### src/rtl/sample_pipeline_arbiter_if.sv
// Bundle between NUM_REQ sample producers, the arbiter, and the pipeline head.
// The arbiter connects through the slave modport; sources and sink use the master modport.
interface sample_pipeline_arbiter_if #(
    parameter int NUM_REQ = 4,
    parameter int W       = 16
);
    logic [NUM_REQ*W-1:0] req_data;
    logic [NUM_REQ-1:0]   req_valid;
    logic [NUM_REQ-1:0]   req_rec;
    logic [W-1:0]         out_data;
    logic                 out_valid;
    logic                 out_rec;
    logic [NUM_REQ-1:0]   grant;
    logic                 busy;
    logic                 burst_done;

    modport slave (
        input  req_data, req_valid, out_rec,
        output req_rec, out_data, out_valid, grant, busy, burst_done
    );

    modport master (
        output req_data, req_valid, out_rec,
        input  req_rec, out_data, out_valid, grant, busy, burst_done
    );
endinterface

### src/rtl/sample_pipeline_arbiter.sv
// Round-robin burst arbiter sharing one pipeline head between NUM_REQ sources.
// Optional idle-grant revocation is enabled by defining SPA_TIMEOUT_EN.
module sample_pipeline_arbiter #(
    parameter int NUM_REQ         = 4,
    parameter int DATA_SIZE       = 4,
    parameter int DATA_PER_SAMPLE = 4,
    parameter int BURST_LEN       = 4,
    parameter int TIMEOUT         = 8
) (
    input  logic                        clk,
    input  logic                        rst,
    sample_pipeline_arbiter_if.slave    bus
);
    localparam int W     = DATA_SIZE * DATA_PER_SAMPLE;
    localparam int CNT_W = $clog2(BURST_LEN + 1);
    localparam int PTR_W = $clog2(NUM_REQ);

    localparam logic [0:0] ST_IDLE = 1'b0;
    localparam logic [0:0] ST_XFER = 1'b1;

    logic [0:0]         state_q, state_d;
    logic [NUM_REQ-1:0] grant_q, grant_d;
    logic [CNT_W-1:0]   cnt_q, cnt_d;
    logic [PTR_W-1:0]   ptr_q, ptr_d;
    logic [PTR_W-1:0]   gidx_q, gidx_d;
    logic               burst_done_q, burst_done_d;

    logic [PTR_W-1:0]   pick;
    logic               pick_vld;
    logic               g_valid;
    logic               xfer;

`ifdef SPA_TIMEOUT_EN
    localparam int TO_W = $clog2(TIMEOUT + 1);
    logic [TO_W-1:0]    idle_q, idle_d;
`else
    logic               unused_timeout;
    assign unused_timeout = ^TIMEOUT;
`endif

    // Search downward so the nearest candidate after ptr is the last one written.
    always_comb begin
        logic [PTR_W-1:0] idx;
        pick     = '0;
        pick_vld = 1'b0;
        idx      = '0;
        for (int k = NUM_REQ; k >= 1; k--) begin
            idx = PTR_W'((int'(ptr_q) + k) % NUM_REQ);
            if (bus.req_valid[idx]) begin
                pick     = idx;
                pick_vld = 1'b1;
            end
        end
    end

    assign g_valid = bus.req_valid[gidx_q];
    assign xfer    = (state_q == ST_XFER) && g_valid && bus.out_rec;

    always_comb begin
        bus.out_data  = '0;
        bus.out_valid = 1'b0;
        bus.req_rec   = '0;
        if (state_q == ST_XFER) begin
            bus.out_data        = bus.req_data[int'(gidx_q)*W +: W];
            bus.out_valid       = g_valid;
            bus.req_rec[gidx_q] = bus.out_rec & g_valid;
        end
    end

    assign bus.grant      = grant_q;
    assign bus.busy       = (state_q == ST_XFER);
    assign bus.burst_done = burst_done_q;

    always_comb begin
        state_d      = state_q;
        grant_d      = grant_q;
        cnt_d        = cnt_q;
        ptr_d        = ptr_q;
        gidx_d       = gidx_q;
        burst_done_d = 1'b0;
`ifdef SPA_TIMEOUT_EN
        idle_d       = idle_q;
`endif
        case (state_q)
            ST_IDLE: begin
`ifdef SPA_TIMEOUT_EN
                idle_d = '0;
`endif
                if (pick_vld) begin
                    state_d = ST_XFER;
                    grant_d = NUM_REQ'(1) << pick;
                    gidx_d  = pick;
                    cnt_d   = '0;
                end
            end
            default: begin
                if (xfer) begin
                    if (cnt_q == CNT_W'(BURST_LEN - 1)) begin
                        state_d      = ST_IDLE;
                        grant_d      = '0;
                        cnt_d        = '0;
                        ptr_d        = gidx_q;
                        burst_done_d = 1'b1;
                    end else begin
                        cnt_d = cnt_q + CNT_W'(1);
                    end
                end
`ifdef SPA_TIMEOUT_EN
                // Consecutive cycles without valid from the owner; revoke on the TIMEOUT-th.
                if (g_valid) begin
                    idle_d = '0;
                end else if (idle_q == TO_W'(TIMEOUT - 1)) begin
                    idle_d       = '0;
                    state_d      = ST_IDLE;
                    grant_d      = '0;
                    cnt_d        = '0;
                    ptr_d        = gidx_q;
                    burst_done_d = 1'b1;
                end else begin
                    idle_d = idle_q + TO_W'(1);
                end
`endif
            end
        endcase
    end

    always_ff @(posedge clk or posedge rst) begin
        if (rst) begin
            state_q      <= ST_IDLE;
            grant_q      <= '0;
            cnt_q        <= '0;
            ptr_q        <= PTR_W'(NUM_REQ - 1);
            gidx_q       <= '0;
            burst_done_q <= 1'b0;
`ifdef SPA_TIMEOUT_EN
            idle_q       <= '0;
`endif
        end else begin
            state_q      <= state_d;
            grant_q      <= grant_d;
            cnt_q        <= cnt_d;
            ptr_q        <= ptr_d;
            gidx_q       <= gidx_d;
            burst_done_q <= burst_done_d;
`ifdef SPA_TIMEOUT_EN
            idle_q       <= idle_d;
`endif
        end
    end
endmodule
### src/flat_wrapper.sv
// flat-port wrapper written by rule: the top's interface ports become plain ports
module sample_pipeline_arbiter_flat 
#(
    parameter int NUM_REQ         = 4,
    parameter int DATA_SIZE       = 4,
    parameter int DATA_PER_SAMPLE = 4,
    parameter int BURST_LEN       = 4,
    parameter int TIMEOUT         = 8
)
  (clk, rst, bus_req_data, bus_req_valid, bus_out_rec, bus_req_rec, bus_out_data, bus_out_valid, bus_grant, bus_busy, bus_burst_done);
  sample_pipeline_arbiter_if #(.NUM_REQ(NUM_REQ)) bus_i ();
  input  logic clk;
  input  logic rst;
  input wire logic [$bits(bus_i.req_data)-1:0] bus_req_data;
  input wire logic [$bits(bus_i.req_valid)-1:0] bus_req_valid;
  input wire logic [$bits(bus_i.out_rec)-1:0] bus_out_rec;
  output wire logic [$bits(bus_i.req_rec)-1:0] bus_req_rec;
  output wire logic [$bits(bus_i.out_data)-1:0] bus_out_data;
  output wire logic [$bits(bus_i.out_valid)-1:0] bus_out_valid;
  output wire logic [$bits(bus_i.grant)-1:0] bus_grant;
  output wire logic [$bits(bus_i.busy)-1:0] bus_busy;
  output wire logic [$bits(bus_i.burst_done)-1:0] bus_burst_done;
  assign bus_i.req_data = bus_req_data;
  assign bus_i.req_valid = bus_req_valid;
  assign bus_i.out_rec = bus_out_rec;
  assign bus_req_rec = bus_i.req_rec;
  assign bus_out_data = bus_i.out_data;
  assign bus_out_valid = bus_i.out_valid;
  assign bus_grant = bus_i.grant;
  assign bus_busy = bus_i.busy;
  assign bus_burst_done = bus_i.burst_done;
  sample_pipeline_arbiter #(.NUM_REQ(NUM_REQ), .DATA_SIZE(DATA_SIZE), .DATA_PER_SAMPLE(DATA_PER_SAMPLE), .BURST_LEN(BURST_LEN), .TIMEOUT(TIMEOUT)) u_core (.clk(clk), .rst(rst), .bus(bus_i));
endmodule
### config.mk
export PLATFORM = sky130hd
export DESIGN_NAME = sample_pipeline_arbiter_flat
export DESIGN_NICKNAME = d
export VERILOG_FILES = /design/src/rtl/sample_pipeline_arbiter_if.sv /design/src/rtl/sample_pipeline_arbiter.sv /design/src/flat_wrapper.sv
export SDC_FILE = /design/constraint.sdc
export NUM_CORES = 1
export LEC_CHECK = 0
export CELL_PAD_IN_SITES_DETAIL_PLACEMENT = 1
export CELL_PAD_IN_SITES_GLOBAL_PLACEMENT = 2
export CORE_UTILIZATION = 19
export DETAILED_ROUTE_END_ITERATION = 8
export PLACE_DENSITY_LB_ADDON = 0.1
export SYNTH_ARGS = -nofsm -noshare
export SYNTH_HDL_FRONTEND = slang
export SYNTH_SLANG_ARGS = --single-unit
### constraint.sdc
create_clock -name clk -period 4.9 [get_ports clk]
set_clock_uncertainty 0.1 [all_clocks]
set_input_delay 0.735 -clock clk [delete_from_list [all_inputs] [get_ports clk]]
set_output_delay 0.735 -clock clk [all_outputs]
set_load 0.02 [all_outputs]
==> results_dict.tcl <==
set metrics [dict create \
    clkTransAtPathRegs_ns 0.06 \
    min-delay-start "u_core.cnt_q[1]" \
    ys_seq_area_frac 0.274 \
    synth_top_cell_by_area "mux4_2" \
    boundaryPins 98 \
    reg2reg_from "u_core.gidx_q[1]" \
    maxSlewViolCount 0 \
    place.gp.congestion 0.767 \
    area_growth_pct 91.1 \
    netlist_instances 105 \
    path_cells "mux4_2 > nand3_4 > inv_1 > and3_1 > clkdlybuf4s50_1" \
    first_global_vias 1422 \
    postCtsSetupRepairBufs 0 \
    core_sq_um 5990 \
    hold_viol 0 \
    finalCriticalPeriod_ns 3.66 \
    syn_area_sq_um 1200 \
    std_cell_rows 28 \
    dpl_cell_area_sq_um 2240 \
    dieArea_sq_um 6620 \
    grt_start_max_net_pins 24 \
    final_nets 273 \
    ctsResizeCount 0 \
    pre_cts_slack_ns 1.28 \
    p_total_w 0.00112 \
    slew_headroom 0.374 \
    fin_tns_setup_ns 0 \
    viasPerCell 4.65 \
    drt_wl_total_mm 4.80 \
    syn-num-nets 177 \
    final_antenna_net_count 0 \
    worstSetupStartpointType "register" \
    fin_crit_sh 0.748 \
    ir_drop_uv 230 \
    grt_setup_unrepaired "no" \
    cts_hold_buf 0 \
    slowest_stage "dfrtp_1" \
    end_kind "output port" \
    grt_usage 0.147 \
    start_util 0.200 \
    tightest_slew_ns 0.940 \
    initialDrtViolationCount 50 \
    post-route-drc-count 0 \
    dieWidth_um 81.3 \
    setup_viol 0 \
    cap_viol_max_count 0 \
    critPathLaunch "u_core.gidx_q[1]" \
    synth_top_flop_cell "dfrtp_1" \
    die_y_um 81.3 \
    first_pass_iters 3 \
    yosys-top-cells-area "mux4_2 32%, dfrtp_1 23%, and2_1 8.9%" \
    cts.sinks 13 \
    yosysTopAreaCellShare 0.320 \
    numCtsBuffers 3 \
    port-buffer-count 97 \
    tritoncts "done" \
    synth_common_cells "17 x and2_1, 17 x mux4_2, 11 x dfrtp_1" \
    clockBufferDepth 2 \
    antenna_cells 0 \
    htree_levels 1 \
    crit_type "reg2out" \
    postSynthAreaPerCell_sq_um 11.4 \
    slowest_delay_ns 0.96 \
    setup_ws_ns 1.24 \
    arrival_ns 2.83 \
    clock_latency_ns 0.25 \
    p_leak_nw 0.883 \
    grt_pass1_wl_mm 7.23 \
    ys.warnings.count 0 \
    drive_gt1_frac 0.145 \
    ys_seq_elements 13 \
    hp-class "reg2reg" \
    crit_required_ns 4.07 \
    design_area_sq_um 2290 \
    placedCellCount 271 \
    fmax_mhz 273 \
    antenna_found_initial 0 \
    cp_max_fo 23 \
    vias 1278 \
    synthDistinctLibCells 28 \
    dp_hpwl_mm 3.75 \
    synth-edff-count 0 \
    p_per_area_nw_per_um2 489 \
    status "completed" \
    async_reset_ff_frac 1.00 \
    grt_overflow 0 \
    cts_root_buf "clkbuf_8" \
    avgRoutedWirePerCell_um 17.4 \
    stdcell_count 275 \
]
## state kept, by name (all words and copies together) (netlist names)
signal / flops
u_core.gidx_q: 2
u_core.bus.burst_done: 1
u_core.bus.busy: 1
u_core.cnt_q: 3
u_core.ptr_q: 2
u_core.bus.grant: 4
## metrics by stage
stage | hold slack (ns) | utilization
floorplan | 0.373 | -
global placement | 0.408 | 0.374
detailed placement | 0.404 | 0.374
CTS | 0.417 | 0.382
global route | 0.460 | 0.382
finish | 0.410 | 0.382
## cell usage in the layout, fill, tap and decap left out, drive strengths merged
cell type / instances
a21boi: 1
a21o: 2
a21oi: 1
and2: 17
and3: 1
buf: 2
clkbuf: 4
clkdlybuf4s50: 97
dfrtp: 11
dfstp: 2
ha: 1
inv: 4
mux2: 2
mux4: 17
nand2: 9
nand2b: 4
nand3: 2
nor2: 4
nor2b: 2
nor3: 1
nor3b: 2
o21ai: 5
o22ai: 2
o311a: 1
o311ai: 1
o32ai: 4
o41ai: 1
## cell type report
class,count,area (sq um)
tap,75,93.8
clock buffer,4,45.0
sequential,13,328
multi-input combinational,80,818
inverter,4,15.0
fill,695,3700
timing repair buffer,99,986
## routing by layer
layer	share of wire	wire length [um]	global-route usage	vias to the layer above
met5	0	0	0	-
met4	0.0081	39	0.0500	0
met2	0.49	2350	0.271	65
met3	0.12	560	0.0315	4
met1	0.38	1840	0.165	620
li1	-	-	-	589
## report_power, final
part           internal [W]  switching (W)  leakage [nW]
Combinational      0.000448       0.000345         0.700
Clock             0.0000575      0.0000393        0.0228
Sequential         0.000151      0.0000767         0.161
## cell families (layout without fill, tap and decap cells)
| family | count (synthesis) | count (layout) | synth area share |
|---|---|---|---|
| buffers and inverters | 12 | 107 | 0.0418 |
| adders and majority gates | 1 | 1 | 0.0105 |
| muxes | 19 | 19 | 0.345 |
| DFF | 13 | 13 | 0.274 |
| AOI/OAI and AO/OA | 18 | 18 | 0.113 |
| and+or+nand+nor | 42 | 42 | 0.215 |
## path summary, 6_finish.rpt
path	end	slack (ns)	cells past startpoint
worst max register to register	u_core.ptr_q[1]	2.54	4
worst max-delay path	bus_req_rec[3]	1.24	5
worst min-delay path	u_core.cnt_q[1]	0.41	2
min in group asynchronous	u_core.bus.grant[3]	0.70	2
max in group asynchronous	u_core.ptr_q[0]	3.65	2
worst min register to register	u_core.cnt_q[1]	0.41	2
## worst max-delay path, delay by kind of cell, from the launching register on
kind	cells	cell delay, ns
and+or+nand+nor	2	0.37
buffers and inverters	2	0.60
DFF	1	0.96
muxes	1	0.66
Note: power is estimated with default switching activity, not from simulation.
